## src/rtl/ps2_pkg.sv

```systemverilog
// Shared scan-code-set-2 constants and state encoding for the PS/2 key tracker
// and the game counter that consumes its key bitmap.
package ps2_pkg;

    typedef enum logic [2:0] {
        ST_IDLE,
        ST_EXT,
        ST_BRK,
        ST_EXT_BRK,
        ST_PAUSE
    } state_t;

    localparam logic [7:0] PFX_EXT      = 8'hE0;
    localparam logic [7:0] PFX_BRK      = 8'hF0;
    localparam logic [7:0] PFX_PAUSE    = 8'hE1;
    localparam logic [7:0] FAKE_SHIFT_L = 8'h12;
    localparam logic [7:0] FAKE_SHIFT_R = 8'h59;
    localparam logic [2:0] PAUSE_SKIP   = 3'd7;

    localparam logic [8:0] KEY_SPACE = 9'h029;
    localparam logic [8:0] KEY_BACK  = 9'h066;

    // Keyboard replies and error codes that never start a key sequence
    function automatic logic is_ignored(input logic [7:0] b);
        case (b)
            8'h00, 8'hAA, 8'hEE,
            8'hFA, 8'hFE, 8'hFF: return 1'b1;
            default:             return 1'b0;
        endcase
    endfunction

    function automatic logic is_prefix(input logic [7:0] b);
        return (b == PFX_EXT) || (b == PFX_BRK) || (b == PFX_PAUSE);
    endfunction

    function automatic logic is_fake_shift(input logic [7:0] b);
        return (b == FAKE_SHIFT_L) || (b == FAKE_SHIFT_R);
    endfunction

endpackage

```

## src/rtl/ps2_key_tracker.sv

```systemverilog
// Scan-code-set-2 decoder: turns PS/2 bytes into a pressed-key bitmap,
// last-event code and event/abort strobes, with timeout recovery.
module ps2_key_tracker
    import ps2_pkg::*;
#(
    parameter int unsigned TIMEOUT_CYCLES = 2_000_000
) (
    input  logic         clk,
    input  logic         rst,
    input  logic [7:0]   rx_data,
    input  logic         rx_valid,
    input  logic         rx_err,
    output logic [511:0] key_down,
    output logic [8:0]   last_change,
    output logic         key_valid,
    output logic         seq_abort
);

    localparam logic [20:0] TMO_LAST = 21'(TIMEOUT_CYCLES - 1);

    state_t      state, state_next, cur;
    logic [2:0]  skip, skip_next;
    logic [20:0] tmo_cnt, tmo_next;
    logic        expired;
    logic        ev, ev_brk, abort;
    logic [8:0]  ev_idx;

    always_ff @(posedge clk) begin
        if (rst) begin
            state   <= ST_IDLE;
            skip    <= '0;
            tmo_cnt <= '0;
        end else begin
            state   <= state_next;
            skip    <= skip_next;
            tmo_cnt <= tmo_next;
        end
    end

    always_comb begin
        state_next = state;
        skip_next  = skip;
        ev         = 1'b0;
        ev_brk     = 1'b0;
        ev_idx     = 9'd0;
        abort      = 1'b0;
        expired    = (state != ST_IDLE) && (tmo_cnt == TMO_LAST);
        // A byte arriving on the expiry cycle starts afresh from IDLE
        cur        = expired ? ST_IDLE : state;

        if (rx_err) begin
            if (state != ST_IDLE) begin
                abort      = 1'b1;
                state_next = ST_IDLE;
            end
        end else if (rx_valid) begin
            state_next = ST_IDLE;
            unique case (cur)
                ST_IDLE: begin
                    if (rx_data == PFX_EXT) begin
                        state_next = ST_EXT;
                    end else if (rx_data == PFX_BRK) begin
                        state_next = ST_BRK;
                    end else if (rx_data == PFX_PAUSE) begin
                        state_next = ST_PAUSE;
                        skip_next  = PAUSE_SKIP;
                    end else if (!is_ignored(rx_data)) begin
                        ev     = 1'b1;
                        ev_idx = {1'b0, rx_data};
                    end
                end
                ST_EXT: begin
                    if (rx_data == PFX_BRK) begin
                        state_next = ST_EXT_BRK;
                    end else if (rx_data == PFX_EXT) begin
                        state_next = ST_EXT;
                    end else if (!is_fake_shift(rx_data)) begin
                        ev     = 1'b1;
                        ev_idx = {1'b1, rx_data};
                    end
                end
                ST_BRK: begin
                    if (is_prefix(rx_data)) begin
                        abort = 1'b1;
                    end else begin
                        ev     = 1'b1;
                        ev_brk = 1'b1;
                        ev_idx = {1'b0, rx_data};
                    end
                end
                ST_EXT_BRK: begin
                    if (is_prefix(rx_data)) begin
                        abort = 1'b1;
                    end else if (!is_fake_shift(rx_data)) begin
                        ev     = 1'b1;
                        ev_brk = 1'b1;
                        ev_idx = {1'b1, rx_data};
                    end
                end
                ST_PAUSE: begin
                    skip_next = skip - 3'd1;
                    if (skip != 3'd1) begin
                        state_next = ST_PAUSE;
                    end
                end
                default: state_next = ST_IDLE;
            endcase
        end else if (expired) begin
            abort      = 1'b1;
            state_next = ST_IDLE;
        end

        tmo_next = (state_next == ST_IDLE || rx_valid) ? 21'd0 : tmo_cnt + 21'd1;
    end

    always_ff @(posedge clk) begin
        if (rst) begin
            key_down    <= '0;
            last_change <= '0;
            key_valid   <= 1'b0;
            seq_abort   <= 1'b0;
        end else begin
            key_valid <= ev;
            seq_abort <= abort;
            if (ev) begin
                key_down[ev_idx] <= !ev_brk;
                last_change      <= ev_idx;
            end
        end
    end

endmodule

```

## config.mk

```make
export PLATFORM = sky130hd
export DESIGN_NAME = ps2_key_tracker
export DESIGN_NICKNAME = d
export VERILOG_FILES = /design/src/rtl/ps2_pkg.sv /design/src/rtl/ps2_key_tracker.sv
export SDC_FILE = /design/constraint.sdc
export NUM_CORES = 1
export LEC_CHECK = 0
export BUFFER_PORTS_ARGS = -buffer_cell sky130_fd_sc_hd__buf_2
export CORE_UTILIZATION = 40
export CTS_CLUSTER_DIAMETER = 40
export DETAILED_ROUTE_END_ITERATION = 10
export PLACE_DENSITY = 0.66
export RECOVER_POWER = 25
export SYNTH_ARGS = -nofsm -noshare
export SYNTH_HDL_FRONTEND = slang
export SYNTH_SLANG_ARGS = --single-unit
```

## constraint.sdc

```tcl
create_clock -name clk -period 3.65 [get_ports clk]
set_input_delay 0.5475 -clock clk [delete_from_list [all_inputs] [get_ports clk]]
set_output_delay 0.5475 -clock clk [all_outputs]
set_load 0.005 [all_outputs]
```

==> results.md <==
- Status: finished, violations left
- Initial detailed-routing violation count: between 2000 and 2500
- Max-cap viol count: 1
- DR pass1 iterations: 5
- Cts repair resizes: 0
- Die width: 236 um
- Largest net degree at the start of global routing: ~190
- Psw: ~3600 uW
- Leading cell types in the layout, fill and taps excluded: dfxtp_1 (550), buf_2 (389), a21oi_1 (362), a311oi_1 (271), nand2_1 (223)
- Rows: 85
- Normalized max-slew margin: -0.838
- CP arrival: ~3.9 ns
- Clock share of power: 0.571
- Max clock buf depth: 3
- Post-synth EDFFs: 0
- Final setup fails: 0
- HPWL Detailed: about 57 mm
- Worst hold path class: in -> reg
- Endpoints failing hold: 0
- Root buffer cell: clkbuf_16
- Clock Latency Late Sink: approximately 0.62 ns
- Most common cell after layout, fill and taps aside: dfxtp_1
- Reg-to-reg startpoint: tmo_cnt[7]$_SDFF_PP0_
- Worst Tran Pin Value: between 2 and 3 ns
- Tmin final: around 3.4 ns
- DR WL/cell: roughly 24 um
- Final count of pins violating max slew: just over 60
- Worst R2R Path Depth: 10
- DIE AREA: approximately 56000 um^2
- Via count: ~21000
- Worst Path Required: around 4.1 ns
- Asr flop ratio synth: 0
- CP cell instances: or4_4 -> nor2_2 -> and4_1 -> o221a_2 -> o21ai_2 -> buf_12 -> nor3_4 -> buf_12 -> a21oi_1 -> a311oi_1
- CTS tree: done
- Core Footprint: about 54000 um^2
- Setup ws final: 0.295 ns
- Synth top area cells: dfxtp_1 (50%), a311oi_1 (11%), a21oi_1 (8.3%), mux2i_1 (4.5%), nand2_1 (3.8%)
- Ports: 535
- DP Worst Slack: roughly 0.048 ns
- Power per cell area: ~520 nW/um^2
- RSZ-0062 raised after global routing: no
- Synth top area share: 0.504
- Sw frac: 0.238
- Global route overflow: 0
- Fill cells: 4955
- CP most frequent cell: buf_12
- Seq pwr share: 0.401
- Initial antenna violation count: 2
- Crit share post-route: 0.919
- Synth Instances: approximately 2300
- Setup crit start kind: register
- Worst Hold Path EP: state[2]$_SDFF_PP0_
- Postcts setup bufs: 0
- Reg-to-Reg End: key_down[426]$_SDFFE_PP0P_
- Hold Crit Start: rx_err
- Clock transition at path regs: around 0.060 ns
- Vias in the first global route: 19700
- Initial Util: 0.405
- Number of buffers created by CTS: 84
- Leakage: roughly 0.011 uW
- Die height: around 240 um
- Nets@finish: between 2000 and 3000
- Yosys top cell by area: dfxtp_1
- Total wire length: 86.1 mm
- Layout cells sized above 1: 0.265
- VDD IR-drop max: approximately 370 uV
- Failing checks: capacitance limit, slew limit
- Flops & latches, synth: 550
- Logic pwr share: 0.028
- Antenna-violating nets left: 0
- Number of remaining DRC errors: 0
- Synthesized area per cell: 9.46 um^2
- Final hold slack: 0.213 ns
- Seq/Total Area, Yosys: 0.504
- Synth Flop Type: dfxtp_1
- Maximum fanout along the worst path: 24
- Ys Warns: 0
- Hold Crit Depth: 2
- First-pass GRT wire length: 127 mm
- H-Tree Depth: 3
- Reg area: around 11000 um^2
- CTS Sinks: 550
- Vias per cell: between 5 and 6
- Total GRT Usage: 0.297
- Setup crit end kind: register
- Worst Skew: 0.0322 ns
- GPL Wtd Cong: around 0.95
- Syn_nets: about 2300
- Total power: approximately 15000 uW
- Multi-input gate area: roughly 9700 um^2
- Mapped Area: ~22000 um^2
- Hold Buf Count CTS: 0
- WS Path Type: reg -> reg
- R2R Setup Slk: around 0.3 ns
- Highest Clock Rate: slightly below 300 MHz
- Slowest stage delay, CP: 0.61 ns
- Slowest-stage cell, CP: nor3_4
- Synth cell types: between 70 and 80
- Port-buffer cells: ~530
- Internal Power: ~11000 uW
- P&R area growth vs syn: 31.3%
==> routing by layer <==
layer | part of all wire | track usage
met1 | 0.41 | 0.387
met2 | 0.46 | 0.473
met3 | 0.087 | 0.0661
met4 | 0.038 | 0.127
met5 | 0.00015 | 0
==> flip-flops by register name, summed over array words and instances, names as in the netlist <==
name,flops
key_down,512
tmo_cnt,21
last_change,9
skip,3
state,3
key_valid,1
seq_abort,1
==> worst max-delay path, delay by kind of cell, from the launching register on <==
| family | cells | cell delay [ns] |
|---|---|---|
| and+or+nand+nor | 4 | 1.70 |
| AOI/OAI and AO/OA | 4 | 0.70 |
| buffers and inverters | 2 | 0.45 |
| DFF | 1 | 0.35 |
==> worst max-delay path by stage <==
stage	start	end	slack, ns	depth (start not counted)
after CTS	tmo_cnt[7]$_SDFF_PP0_	key_down[160]$_SDFFE_PP0P_	0.33	10
after floorplan	rx_data[2]	key_down[95]$_SDFFE_PP0P_	0.65	10
after global routing	tmo_cnt[7]$_SDFF_PP0_	key_down[105]$_SDFFE_PP0P_	0.09	9
final	tmo_cnt[7]$_SDFF_PP0_	key_down[426]$_SDFFE_PP0P_	0.30	10
after global placement	rx_data[1]	key_down[4]$_SDFFE_PP0P_	-0.007	13
after detailed placement	rx_data[1]	key_down[4]$_SDFFE_PP0P_	0.05	13
==> synth_stat cells (6+ instances only) <==
cell      count
nand2b_1     10
o21ai_1       9
dfxtp_1     550
xor2_1       15
and4_1        6
buf_4         9
nor2b_1      11
o211ai_1     52
nor3_1       16
inv_1         6
o31ai_1      55
nand3_1      43
a211oi_1     58
nand2_1     224
nor3_2       12
clkbuf_1    189
a21oi_1     363
or3_1        10
nor2_1       85
o21ai_0      11
and3_1       13
buf_1        11
buf_2        75
a311oi_1    271
mux2i_1      99
nand4_1       7
==> metrics by stage <==
step | TNS (ns) | cell area (um^2) | std cells | util
floorplan | 0 | 21800 | 2309 | -
global placement | -0.00703 | 25800 | 3393 | 0.479
detailed placement | 0 | 25800 | 3393 | 0.479
CTS | 0 | 28900 | 3550 | 0.535
global route | 0 | 28700 | 3550 | 0.532
finish | 0 | 28700 | 3551 | 0.532
==> power groups by stage <==
stage | combinational [uW] | clock (uW) | sequential, uW
after detailed placement | 418 | 0 | 6150
after floorplan | 247 | 0 | 6150
after global placement | 414 | 0 | 6150
final | 425 | 8570 | 6020
after CTS | 420 | 8680 | 6020
after global routing | 445 | 8960 | 6010
==> kinds of logic after synthesis <==
logic type	share of synthesized area
compound gates	0.272
flops	0.504
simple gates	0.112
buf+inv	0.0574
xor+xnor	0.00802
fa+ha+maj	0.00172
mux	0.0454
==> final cells by class <==
class / instances / area share
sequential: 550 / 0.384
multi-input combinational: 1465 / 0.339
timing repair buffer: 675 / 0.139
clock buffer: 100 / 0.0808
tap: 696 / 0.0304
clock inverter: 57 / 0.0254
inverter: 7 / 0.00100
antenna: 1 / 0.0000873
(Power assumes the default switching activity.)
